## src/rtl/opll_pkg.sv

```systemverilog
// Shared types and timing defaults for the OPLL write sequencer.
// Contents: FSM state enum, FIFO entry struct, default recovery waits.
// The chip field is sized for the largest supported chip count (8).
package opll_pkg;

  localparam int OPLL_ADDR_WAIT = 12;
  localparam int OPLL_DATA_WAIT = 84;
  localparam int OPLL_CHIP_W    = 3;

  typedef enum logic [2:0] {
    IDLE,
    SETUP,
    STROBE,
    HOLD,
    WAIT
  } opll_state_e;

  typedef struct packed {
    logic [OPLL_CHIP_W-1:0] chip;
    logic                   a0;
    logic [7:0]             data;
  } opll_entry_t;

endpackage

```

## src/rtl/opll_wr_fifo.sv

```systemverilog
// Register-based synchronous FIFO with occupancy output.
// Latency: a push is visible at head_dat/level one cycle after the accepting edge.
// Backpressure: push_rdy = level != DEPTH from the registered level; pushes while full are dropped.
// Ports: push_vld/push_dat/push_rdy (write side), pop/head_dat/empty (read side), level.
module opll_wr_fifo #(
  parameter  int DEPTH = 8,
  parameter  int WIDTH = 8,
  localparam int AW    = $clog2(DEPTH),
  localparam int LW    = AW + 1
) (
  input  logic             clk,
  input  logic             rst_n,
  input  logic             push_vld,
  input  logic [WIDTH-1:0] push_dat,
  output logic             push_rdy,
  input  logic             pop,
  output logic [WIDTH-1:0] head_dat,
  output logic             empty,
  output logic [LW-1:0]    level
);

  logic [WIDTH-1:0] mem [DEPTH];
  logic [AW-1:0]    wr_ptr;
  logic [AW-1:0]    rd_ptr;
  logic             do_push;
  logic             do_pop;

  assign push_rdy = (level != LW'(DEPTH));
  assign empty    = (level == '0);
  assign do_push  = push_vld && push_rdy;
  assign do_pop   = pop && !empty;
  assign head_dat = mem[rd_ptr];

  always_ff @(posedge clk) begin
    if (do_push) mem[wr_ptr] <= push_dat;
  end

  // Pointers are exactly AW bits wide, so wrap modulo DEPTH is implicit.
  always_ff @(posedge clk or negedge rst_n) begin
    if (!rst_n) begin
      wr_ptr <= '0;
      rd_ptr <= '0;
      level  <= '0;
    end else begin
      if (do_push) wr_ptr <= wr_ptr + 1'b1;
      if (do_pop)  rd_ptr <= rd_ptr + 1'b1;
      case ({do_push, do_pop})
        2'b10:   level <= level + 1'b1;
        2'b01:   level <= level - 1'b1;
        default: ;
      endcase
    end
  end

endmodule

```

## src/rtl/opll_write_sequencer.sv

```systemverilog
// Buffers host OPLL register writes and replays them on CS_n/WR_n/A0/D with chip recovery waits.
// Latency: write accepted at edge N reaches SETUP after edge N+1; bus cycle = WR_PULSE + 3 + wait.
// Backpressure: o_ready low while the FIFO holds DEPTH entries; host must hold i_valid.
// Ports: i_valid/o_ready/i_a0/i_data/i_chip host side; o_cs_n/o_wr_n/o_a0/o_d chip side;
//        o_busy (FSM active or FIFO non-empty), o_level (FIFO occupancy).
// Optional: define OPLL_WRSEQ_ADDR_SKIP_EN to drop address writes repeating a chip's last address.
module opll_write_sequencer
  import opll_pkg::*;
#(
  parameter  int DEPTH     = 8,
  parameter  int NUM_CHIPS = 1,
  parameter  int WR_PULSE  = 2,
  parameter  int ADDR_WAIT = OPLL_ADDR_WAIT,
  parameter  int DATA_WAIT = OPLL_DATA_WAIT,
  localparam int CW        = (NUM_CHIPS > 1) ? $clog2(NUM_CHIPS) : 1,
  localparam int LW        = $clog2(DEPTH) + 1
) (
  input  logic                 clk,
  input  logic                 rst_n,
  input  logic                 i_valid,
  output logic                 o_ready,
  input  logic                 i_a0,
  input  logic [7:0]           i_data,
  input  logic [CW-1:0]        i_chip,
  output logic [NUM_CHIPS-1:0] o_cs_n,
  output logic                 o_wr_n,
  output logic                 o_a0,
  output logic [7:0]           o_d,
  output logic                 o_busy,
  output logic [LW-1:0]        o_level
);

  localparam int MAX_WAIT = (ADDR_WAIT > DATA_WAIT) ? ADDR_WAIT : DATA_WAIT;
  localparam int WCW      = (MAX_WAIT > 0) ? $clog2(MAX_WAIT + 1) : 1;
  localparam int PCW      = (WR_PULSE > 1) ? $clog2(WR_PULSE) : 1;
  localparam logic [OPLL_CHIP_W:0] NCH_L = (OPLL_CHIP_W + 1)'(NUM_CHIPS);

  opll_state_e  state;
  opll_entry_t  push_ent;
  opll_entry_t  head;
  logic         empty;
  logic         pop;
  logic         start;
  logic         skip;
  logic [PCW-1:0] pcnt;
  logic [WCW-1:0] wcnt;
  logic [WCW-1:0] wait_len;

  // Out-of-range chip indices decode to no select at all.
  function automatic logic [NUM_CHIPS-1:0] cs_decode(input logic [OPLL_CHIP_W-1:0] chip);
    cs_decode = '1;
    for (int i = 0; i < NUM_CHIPS; i++) begin
      if (chip == OPLL_CHIP_W'(i)) cs_decode[i] = 1'b0;
    end
  endfunction

  assign push_ent = '{chip: OPLL_CHIP_W'(i_chip), a0: i_a0, data: i_data};

  opll_wr_fifo #(
    .DEPTH (DEPTH),
    .WIDTH ($bits(opll_entry_t))
  ) u_fifo (
    .clk      (clk),
    .rst_n    (rst_n),
    .push_vld (i_valid),
    .push_dat (push_ent),
    .push_rdy (o_ready),
    .pop      (pop),
    .head_dat (head),
    .empty    (empty),
    .level    (o_level)
  );

  // Skipped entries are popped too but leave the FSM in IDLE.
  assign pop      = (state == IDLE) && !empty;
  assign start    = pop && !skip;
  assign o_busy   = (state != IDLE) || !empty;
  // o_a0 holds the executing entry's a0 from SETUP onwards.
  assign wait_len = o_a0 ? WCW'(DATA_WAIT) : WCW'(ADDR_WAIT);

`ifdef OPLL_WRSEQ_ADDR_SKIP_EN
  logic [7:0]                  last_addr [2**OPLL_CHIP_W];
  logic [2**OPLL_CHIP_W-1:0]   last_vld;
  logic                        in_range;

  assign in_range = ({1'b0, head.chip} < NCH_L);
  assign skip     = in_range && !head.a0 && last_vld[head.chip] &&
                    (last_addr[head.chip] == head.data);

  always_ff @(posedge clk or negedge rst_n) begin
    if (!rst_n) begin
      last_vld <= '0;
      for (int i = 0; i < 2**OPLL_CHIP_W; i++) last_addr[i] <= '0;
    end else if (start && in_range && !head.a0) begin
      last_addr[head.chip] <= head.data;
      last_vld[head.chip]  <= 1'b1;
    end
  end
`else
  assign skip = 1'b0;
`endif

  always_ff @(posedge clk or negedge rst_n) begin
    if (!rst_n) begin
      state  <= IDLE;
      o_cs_n <= '1;
      o_wr_n <= 1'b1;
      o_a0   <= 1'b0;
      o_d    <= '0;
      pcnt   <= '0;
      wcnt   <= '0;
    end else begin
      case (state)
        IDLE: begin
          if (start) begin
            o_cs_n <= cs_decode(head.chip);
            o_a0   <= head.a0;
            o_d    <= head.data;
            state  <= SETUP;
          end
        end
        SETUP: begin
          o_wr_n <= 1'b0;
          pcnt   <= PCW'(WR_PULSE - 1);
          state  <= STROBE;
        end
        STROBE: begin
          if (pcnt == '0) begin
            o_wr_n <= 1'b1;
            state  <= HOLD;
          end else begin
            pcnt <= pcnt - 1'b1;
          end
        end
        HOLD: begin
          o_cs_n <= '1;
          // Counter is loaded with wait-1 so WAIT lasts exactly wait cycles.
          if (wait_len == '0) begin
            state <= IDLE;
          end else begin
            wcnt  <= wait_len - 1'b1;
            state <= WAIT;
          end
        end
        WAIT: begin
          if (wcnt == '0) state <= IDLE;
          else            wcnt  <= wcnt - 1'b1;
        end
        default: state <= IDLE;
      endcase
    end
  end

endmodule

```

## config.mk

```make
export PLATFORM = sky130hd
export DESIGN_NAME = opll_write_sequencer
export DESIGN_NICKNAME = d
export VERILOG_FILES = /design/src/rtl/opll_pkg.sv /design/src/rtl/opll_wr_fifo.sv /design/src/rtl/opll_write_sequencer.sv
export SDC_FILE = /design/constraint.sdc
export NUM_CORES = 1
export LEC_CHECK = 0
export ABC_CLOCK_PERIOD_IN_PS = 4900
export CORE_MARGIN = 2
export CORE_UTILIZATION = 45
export DETAILED_ROUTE_END_ITERATION = 10
export DONT_BUFFER_PORTS = 1
export GPL_TIMING_DRIVEN = 0
export PLACE_DENSITY = 0.7
export SLEW_MARGIN = 0
export SYNTH_ARGS = -nofsm -noshare
export SYNTH_HDL_FRONTEND = slang
export SYNTH_SLANG_ARGS = --single-unit
```

## constraint.sdc

```tcl
create_clock -name clk -period 4.9 [get_ports clk]
set_clock_uncertainty 0.15 [all_clocks]
set_input_delay 1.47 -clock clk [delete_from_list [all_inputs] [get_ports clk]]
set_output_delay 1.47 -clock clk [all_outputs]
set_load 0.005 [all_outputs]
```

## Yosys cells after proc, flatten, opt, wreduce, memory -nomap -nowiden

Memory sizes are Yosys's and may differ from the RTL's.
Cells that the tools add are included.

| storage, ports and cells | value |
|---|---|
| bits in read-only memories | 0 |
| bits in latches | 0 |
| flip-flop bits (word level) | 32 |
| output and inout bits | 17 |
| memories | 1 |
| memory bits (writable) | 80 |

Memories:

| memory | words | bits a word | rd ports | clocked after Yosys merged registers in | wr ports | RTL line | source |
|---|---|---|---|---|---|---|---|
| u_fifo.mem | 8 | 10 | 1 | 0 | 1 | opll_wr_fifo.sv:22 | `logic [WIDTH-1:0] mem [DEPTH];` |

| cells by class | value |
|---|---|
| reductions and logical operators | 20 |
| shift operators | 0 |
| add/sub/neg operators | 7 |
| equal/unequal tests | 12 |
| $lt $le $gt $ge | 0 |
| $mul | 0 |
| muxes and demuxes | 19 |
| div/mod/pow operators | 0 |
| bitwise operators | 0 |

Operators with widths:

| cell | number |
|---|---|
| 2-to-1 mux 7 bit | 3 |
| one-hot mux 3 bit (5 select lines) | 1 |
| logical NOT 7 bit | 2 |
| one-hot mux 7 bit (2 select lines) | 1 |
| subtractor 7 x 1 -> 7 bit, second input constant | 2 |
| 2-to-1 mux 3 bit | 4 |
| inequality test 2 bit, second input constant | 4 |
| one-hot mux 4 bit (2 select lines) | 1 |
| nonzero test 2 bit | 4 |
| adder 3 x 1 -> 3 bit, second input constant | 2 |
| equality test 3 x 2 -> 1 bit, second input constant | 2 |
| logical NOT 3 bit | 2 |
| 2-to-1 mux 1 bit | 6 |
| one-hot mux 1 bit (2 select lines) | 3 |
| AND reduction 2 bit | 3 |
| AND reduction 3 bit | 2 |
| adder 4 x 1 -> 4 bit, second input constant | 1 |
| logical NOT 4 bit | 1 |
| inequality test 4 bit, second input constant | 1 |
| subtractor 4 x 1 -> 4 bit, second input constant | 1 |
| equality test 3 x 1 -> 1 bit, second input constant | 1 |
| equality test 3 bit, second input constant | 1 |
| logical AND 1 bit | 3 |
| nonzero test 3 bit | 1 |
| 6 further kinds | 6 |

## Logic depth before layout (Yosys ltp)

Gate-level depths: netlist of the first run.

| depth | value |
|---|---|
| depth in word-level cells | 6 |
| mapped depth | 12 |
| depth with buffers taken out | 10 |

## Modules after synthesis

From an unflattened synthesis of the first run, not the netlist that was laid out.

| unflattened totals | value |
|---|---|
| cell total of the unflattened synthesis | 305 |
| area total of the unflattened synthesis | 5456.5 sq um |

By module, submodules not included:

| module | area an instance (sq um) | instances | cells each |
|---|---|---|---|
| opll_wr_fifo | 4375.4 | 1 | 206 |
| opll_write_sequencer | 1081.0 | 1 | 99 |

## Worst setup path before layout of the first run

OpenSTA, ideal clock, no wires.

| timing | value |
|---|---|
| path kind | input -> register |
| from | input i_valid |
| to | memory u_fifo.mem[0][0] (netlist bit) (enable) |
| required time | 4346 ps |
| arrival time | 2658 ps |
| stages | 2 |
| path slack | 1688 ps |
| setup time | 404 ps |
| path through | nand2_1 > nor4_1 |

| on the way | value |
|---|---|
| cells in the longest elaborated chain, start to end | 3 |

RTL lines:

| element | RTL line | source |
|---|---|---|
| start, declared | opll_write_sequencer.sv:20 | `input logic i_valid,` |
| logical AND 1 bit | opll_wr_fifo.sv:30 | `assign do_push = push_vld && push_rdy;` |
| 2-to-1 mux 1 bit | opll_wr_fifo.sv:35 | `if (do_push) mem[wr_ptr] <= push_dat;` |
| 2-to-1 mux 1 bit (not written as such) | opll_wr_fifo.sv:35 |  |
| end, declared | opll_wr_fifo.sv:22 |  |

No other way between the ends.

## Final worst setup path of the first run

| timing | value |
|---|---|
| from | register u_fifo.level[0] |
| to | register u_fifo.level[2] |

| on the way | value |
|---|---|
| cells in the longest elaborated chain, start to end | 6 |
| elaborated cells between the ends (all ways) | 12 |
| those cells by class | 2 x add/sub; 3 x eq/ne; 1 x mux; 6 x reduce/logical |

RTL lines:

| element | RTL line | source |
|---|---|---|
| start, declared | opll_wr_fifo.sv:19 | `output logic [LW-1:0] level` |
| start signal, assigned | opll_wr_fifo.sv:48 | `2'b10: level <= level + 1'b1;` |
| start signal, assigned | opll_wr_fifo.sv:49 | `2'b01: level <= level - 1'b1;` |
| logical NOT 4 bit * | opll_wr_fifo.sv:29 | `assign empty = (level == '0);` |
| logical NOT 1 bit * | opll_wr_fifo.sv:31, opll_write_sequencer.sv:75 |  |
| logical AND 1 bit | opll_write_sequencer.sv:75 | `assign pop = (state == IDLE) && !empty;` |
| logical AND 1 bit * | opll_wr_fifo.sv:31 | `assign do_pop = pop && !empty;` |
| named net u_fifo.do_pop | opll_wr_fifo.sv:26 | `logic do_pop;` |
| equality test 2 x 1 -> 1 bit / equality test 2 bit (equally long branches) | opll_wr_fifo.sv:47 | `case ({do_push, do_pop})` |
| one-hot mux 4 bit (2 select lines) / nonzero test 2 bit (equally long branches) | n/a |  |

Mark *: on every way through the listed nets, which the timed path passes. The rest lies on a longest branch.
A chain may end at the register's enable or synchronous reset.

==> impl_metrics.json, run 1 <==
{
  "seq_area_frac_synth": 0.6992,
  "fin_area_sq_mm": 0.004989,
  "fin_crit_ns": 3.290,
  "startpoint": "u_fifo.level[0]",
  "row_count": 36,
  "max_cap_violations": 0,
  "viasPerCell": 5.615,
  "antenna_found_initial": 0,
  "io_pins": 30,
  "layout_common_cells": "80 x edfxtp_1, 30 x dfrtp_1, 20 x mux4_2",
  "grt_start_max_net_pins": 33,
  "finalSetupTns_ns": 0,
  "setup-violations-final": 0,
  "wirelength_microns": 8400,
  "postRouteAntennaNets": 0,
  "final_nets": 302,
  "clock_latency_ns": 0.38,
  "synth_fp_nets": 288,
  "dpl_cell_area_sq_mm": 0.004803,
  "ys_types": 41,
  "synthCells": 269,
  "firstDrtPassIters": 4,
  "coreArea_sq_mm": 0.009819,
  "critical_path_class": "flip-flop to flip-flop",
  "dieArea_sq_mm": 0.01101,
  "drv_slew": 0,
  "slew_headroom": 0.1593,
  "synthTopCellsByArea": "edfxtp_1 52%, dfrtp_1 16%, mux4_2 9.8%, mux2i_1 2.8%, ha_1 1.6%",
  "regArea_sq_mm": 0.003206,
  "yosysTopAreaCell": "edfxtp_1",
  "antennaDiodeCount": 0,
  "post-cts-setup-buffers": 0,
  "ir_drop_mv": 0.2812,
  "fill_cells": 848,
  "hp-class": "flip-flop to flip-flop",
  "netlist_area_sq_mm": 0.004584,
  "wl_per_cell_microns": 19.95,
  "drt_iter0_markers": 145,
  "p_per_area_mw_per_mm2": 592.7,
  "ctsResizeCount": 0,
  "crit_required_ns": 5.02,
  "final_common_cell": "edfxtp_1",
  "dr_total_vias": 2364,
  "die_x_microns": 104.9,
  "grt_pass1_vias": 2425,
  "gp_congestion": 0.8265,
  "status": "completed",
  "grt.total_usage": 0.1612,
  "hold_viol": 0,
  "yosys.area.top_type_share": 0.5240,
  "start_util": 0.4669,
  "crit_fanout": 11,
  "synthToLayoutAreaGrowth_pct": 8.815,
  "finalCritPeriodShare": 0.6714,
  "grt_pass1_wl_microns": 13080,
  "hold_buffers": 0,
  "die_height_microns": 104.9,
  "numCtsBuffers": 9,
  "drc": 0,
  "dpl.hpwl_microns": 5355,
  "cts_buffer_depth": 2,
  "cts_tree": "done",
  "rr_startpoint": "u_fifo.level[0]",
  "multi_input_area_sq_mm": 0.001340,
  "drive_gt1_frac": 0.2014,
  "clk_pin_slew_ns": 0.11,
  "cts.sinks": 112,
  "cts_root_buf": "clkbuf_8",
  "worstSetupStartpointType": "flip-flop",
  "hp-start": "o_wr_n",
  "htreeDepth": 3,
  "endpoint_kind": "flip-flop",
  "synth_seq_cells": 112,
  "worstMarginPinSlew_ns": 1.256,
  "yosys_warnings": 0,
  "utilization": 0.5080,
  "hold_slack_ns": 0.3658,
  "avgSynthCellArea_sq_um": 17.04,
  "grt-ovfl-total": 0,
  "io_buffers": 0,
  "critPathArrivalTime_ns": 3.41,
  "leakagePower_nw": 1.693,
  "fmax_mhz": 303.9,
  "rsz0062_at_grt": "false"
}
[critical path: stages (launching register included)]
cell and delay (ns):
dfrtp_1 0.50, nor4_1 0.60, nor2b_1 0.10, clkbuf_1 0.18, clkbuf_1 0.38, ha_1 0.42, xor2_1 0.17, ha_1 0.19
a21oi_1 0.14, xor2_1 0.16, nor2_1 0.06, xor2_1 0.14
[synthesized netlist by cell type]
library cell  number
nand2b_1           5
or3_1              1
a221oi_1           1
edfxtp_1          80
nor2_1            16
mux2i_1           13
nor3b_1            1
mux2_2             4
o41ai_1            1
nand2_1           10
and3b_1            1
a21oi_1           11
dfstp_2            2
dfrtp_1           30
a211oi_1           1
o41ai_4            1
nor4b_1            1
inv_1              2
a2111oi_0          2
buf_2              4
or4_4              1
nor3_1             9
a22oi_1            1
mux4_2            20
o21ai_0            6
nor4_1             4
clkbuf_1           7
a2bb2oi_1          1
xor2_1             4
nor3b_2            1
o21a_1             1
nand3b_1           1
nand3_1            5
buf_6              1
nand4_1            1
xnor2_1            7
ha_1               6
a22o_1             1
o221a_1            1
nor2b_1            3
nand2_2            1
[state kept, by name (all words and copies together), names as in the netlist]
signal and count:
u_fifo.rd_ptr 3, o_d 8, u_fifo.mem 80, o_a0 1
state 3, o_wr_n 1, wcnt 7, pcnt 1
u_fifo.level 4, u_fifo.wr_ptr 3, o_cs_n 1
[logic make-up (layout without fill, tap and decap cells)]
family                   count (synthesis)  count (layout)  share of synthesized area
flip-flops                             112             112                     0.6992
AND/OR/NAND/NOR                         61              61                    0.06933
multiplexers                            37              37                     0.1365
AO/OA/AOI/OAI                           28              28                    0.04340
buffers and inverters                   14              33                    0.01419
XOR/XNOR                                11              11                    0.02101
adder cells (fa/ha/maj)                  6               6                    0.01638
[power by group]
part           leakage (nW)  switching (W)  total (W)  internal, W
clock                0.0976       0.000320   0.000515     0.000195
sequential             1.09       0.000179    0.00144      0.00126
combinational         0.503       0.000536    0.00100     0.000469
[metal layers]
metal	global-route usage	routed length, microns	share of wire	vias to the layer above
li1	-	-	-	1078
met3	0.05178	479	0.057	14
met1	0.1918	3460	0.41	1216
met4	0.05238	137	0.016	0
met5	0	0	0	-
met2	0.2778	4322	0.51	56
[path summary, 6_finish.rpt]
| kind | slack, ns | end | cells after the start |
|---|---|---|---|
| worst max-delay path | 1.61 | u_fifo.level[2] | 11 |
| worst min-delay path | 0.37 | o_wr_n | 2 |
| worst max register to register | 1.61 | u_fifo.level[2] | 11 |
| worst min register to register | 0.37 | o_wr_n | 2 |
| max in group asynchronous | 3.80 | o_wr_n | 0 |
| min in group asynchronous | 0.62 | state[0] | 0 |
[stage by stage]
stage          instances  worst slack (ns)  total power [W]
6_report             421             1.610         0.002957
5_1_grt              421             1.338         0.003138
4_1_cts              421             1.628         0.002989
3_5_place_dp         405             1.657         0.002473
3_3_place_gp         402            0.7968         0.002419
2_1_floorplan        269             1.688         0.002191
[cell type report]
type                    count  share of cell area
flip-flops and latches    112              0.6426
inverters                   2            0.001505
clock inverters             7             0.01229
repair buffers              3            0.005267
clock buffers               9             0.02483
multi-input cells         143              0.2686
plain buffers              12             0.01154
well taps                 133             0.03336
(Power assumes the default switching activity.)
==> run 2: changes to the inputs <==
- ABC_CLOCK_PERIOD_IN_PS: 4900 -> 3300
- clock period: 4.9 -> 3.3 ns (I/O delays scaled with it)
==> impl_metrics.json, run 2 (same netlist as run 1, synthesis figures left out) <==
{
  "status": "completed",
  "max_stage_delay_ns": 0.38,
  "setup_slack_ns": 0.3179,
  "max_cap_violations": 0,
  "worstMarginPinSlew_ns": 1.242,
  "cts.sinks": 112,
  "cts_root_buf": "clkbuf_8",
  "cts_tree": "done",
  "start_util": 0.4669,
  "wirelength_microns": 8401,
  "coreArea_sq_mm": 0.009819,
  "htreeDepth": 3,
  "firstDrtPassIters": 4,
  "rsz0062_at_grt": "false",
  "regMostFlops": "u_fifo.mem",
  "crit_required_ns": 3.42,
  "ctsResizeCount": 0,
  "grt_pass1_wl_microns": 13080,
  "endpoint_kind": "flip-flop",
  "gp_congestion": 0.8265,
  "fmax_mhz": 335.3,
  "p_per_area_mw_per_mm2": 880.0,
  "fin_crit_ns": 2.982,
  "cp_cell_sequence": "clkbuf_1 > nor3_1 > nor2b_1 > clkbuf_1 > clkbuf_2 > ha_1 > xor2_1 > ha_1 > a21oi_1 > xor2_1 > nor2_1 > xor2_1",
  "clock_latency_ns": 0.38,
  "largest_register_ffs": 80,
  "row_count": 36,
  "drt_iter0_markers": 145,
  "layout_common_cells": "80 x edfxtp_1, 30 x dfrtp_1, 20 x mux4_2",
  "drive_gt1_frac": 0.2083,
  "crit_buf_inv": 3,
  "leakagePower_nw": 1.697,
  "io_buffers": 0,
  "post-cts-setup-buffers": 0,
  "setup-violations-final": 0,
  "reg_top3": "u_fifo.mem: 80 flops, o_d: 8 flops, wcnt: 7 flops",
  "drv_slew": 0,
  "wl_per_cell_microns": 19.95,
  "final_common_cell": "edfxtp_1",
  "numCtsBuffers": 9,
  "clk_pin_slew_ns": 0.11,
  "worstSetupStartpointType": "flip-flop",
  "cp_top_family": "buffers and inverters",
  "dr_total_vias": 2351,
  "io_pins": 30,
  "critical_path_class": "flip-flop to flip-flop",
  "grt.total_usage": 0.1612,
  "utilization": 0.5088,
  "slowest_stage": "clkbuf_2",
  "dpl.hpwl_microns": 5355,
  "finalCritPeriodShare": 0.9037,
  "drc": 0,
  "postRouteAntennaNets": 0,
  "critPathArrivalTime_ns": 3.10,
  "dieArea_sq_mm": 0.01101,
  "cp_common_cell": "xor2_1",
  "place_ws_ns": 0.05717,
  "viasPerCell": 5.584,
  "slew_headroom": 0.1686,
  "synthToLayoutAreaGrowth_pct": 8.979,
  "antenna_found_initial": 0,
  "final_nets": 302,
  "cts_buffer_depth": 2,
  "grt-ovfl-total": 0,
  "grt_start_max_net_pins": 33,
  "hold_viol": 0,
  "antennaDiodeCount": 0,
  "die_height_microns": 104.9,
  "hold_buffers": 0,
  "ir_drop_mv": 0.4175,
  "crit_fanout": 11,
  "grt_pass1_vias": 2425,
  "hp-class": "input port to async pin",
  "die_x_microns": 104.9
}
-- run 2: per-stage QoR --
stage                     std cells  total power, W  setup TNS (ns)  hold slack, ns  instance area [sq um]
after floorplan                 269        0.003253               0          0.3274                   4584
after global placement          402        0.003592          -3.229          0.3492                   4751
after detailed placement        405        0.003672               0          0.3555                   4803
after CTS                       421        0.004438               0          0.1211                   4989
after global routing            421        0.004667               0          0.1111                   4996
final                           421        0.004396               0          0.1387                   4996
-- run 2: metal layers --
metal | vias to the layer above | GRT usage | wire length [microns]
li1 | 1078 | - | -
met1 | 1205 | 0.1918 | 3473
met2 | 54 | 0.2778 | 4313
met3 | 14 | 0.05178 | 477
met4 | 0 | 0.05238 | 137
met5 | - | 0 | 0
-- run 2: layout make-up --
cell class | count | area (sq um)
well taps | 133 | 166.4
clock inverters | 7 | 61.31
plain buffers | 12 | 58.81
clock buffers | 9 | 123.9
repair buffers | 3 | 26.28
multi-input cells | 143 | 1346
flip-flops and latches | 112 | 3206
fillers | 849 | 4823
inverters | 2 | 7.507
-- run 2: worst paths after layout --
check / from / to / slack [ns] / cells after the start
setup / recovery: state[0] / u_fifo.level[2] / 0.32 / 12
setup reg to reg: state[0] / u_fifo.level[2] / 0.32 / 12
hold / removal: rst_n / state[0] / 0.14 / 0
max in group asynchronous: rst_n / o_wr_n / 2.68 / 0
min in group clk: o_wr_n / o_wr_n / 0.37 / 2
hold reg to reg: o_wr_n / o_wr_n / 0.37 / 2
-- run 2: worst reg2reg max path: stages (launching register included) --
cell and delay [ns]:
dfrtp_1 0.37, clkbuf_1 0.20, nor3_1 0.26, nor2b_1 0.16, clkbuf_1 0.22, clkbuf_2 0.38
ha_1 0.34, xor2_1 0.10, ha_1 0.19, a21oi_1 0.14, xor2_1 0.16, nor2_1 0.06
xor2_1 0.14
-- run 2: power by group --
group	total, W	leakage (nW)	internal, W	switching (W)
Clock	0.000763	0.0976	0.000289	0.000474
Sequential	0.00214	1.09	0.00187	0.000270
Combinational	0.00149	0.506	0.000700	0.000794
Total	0.00440	1.70	0.00286	0.00154
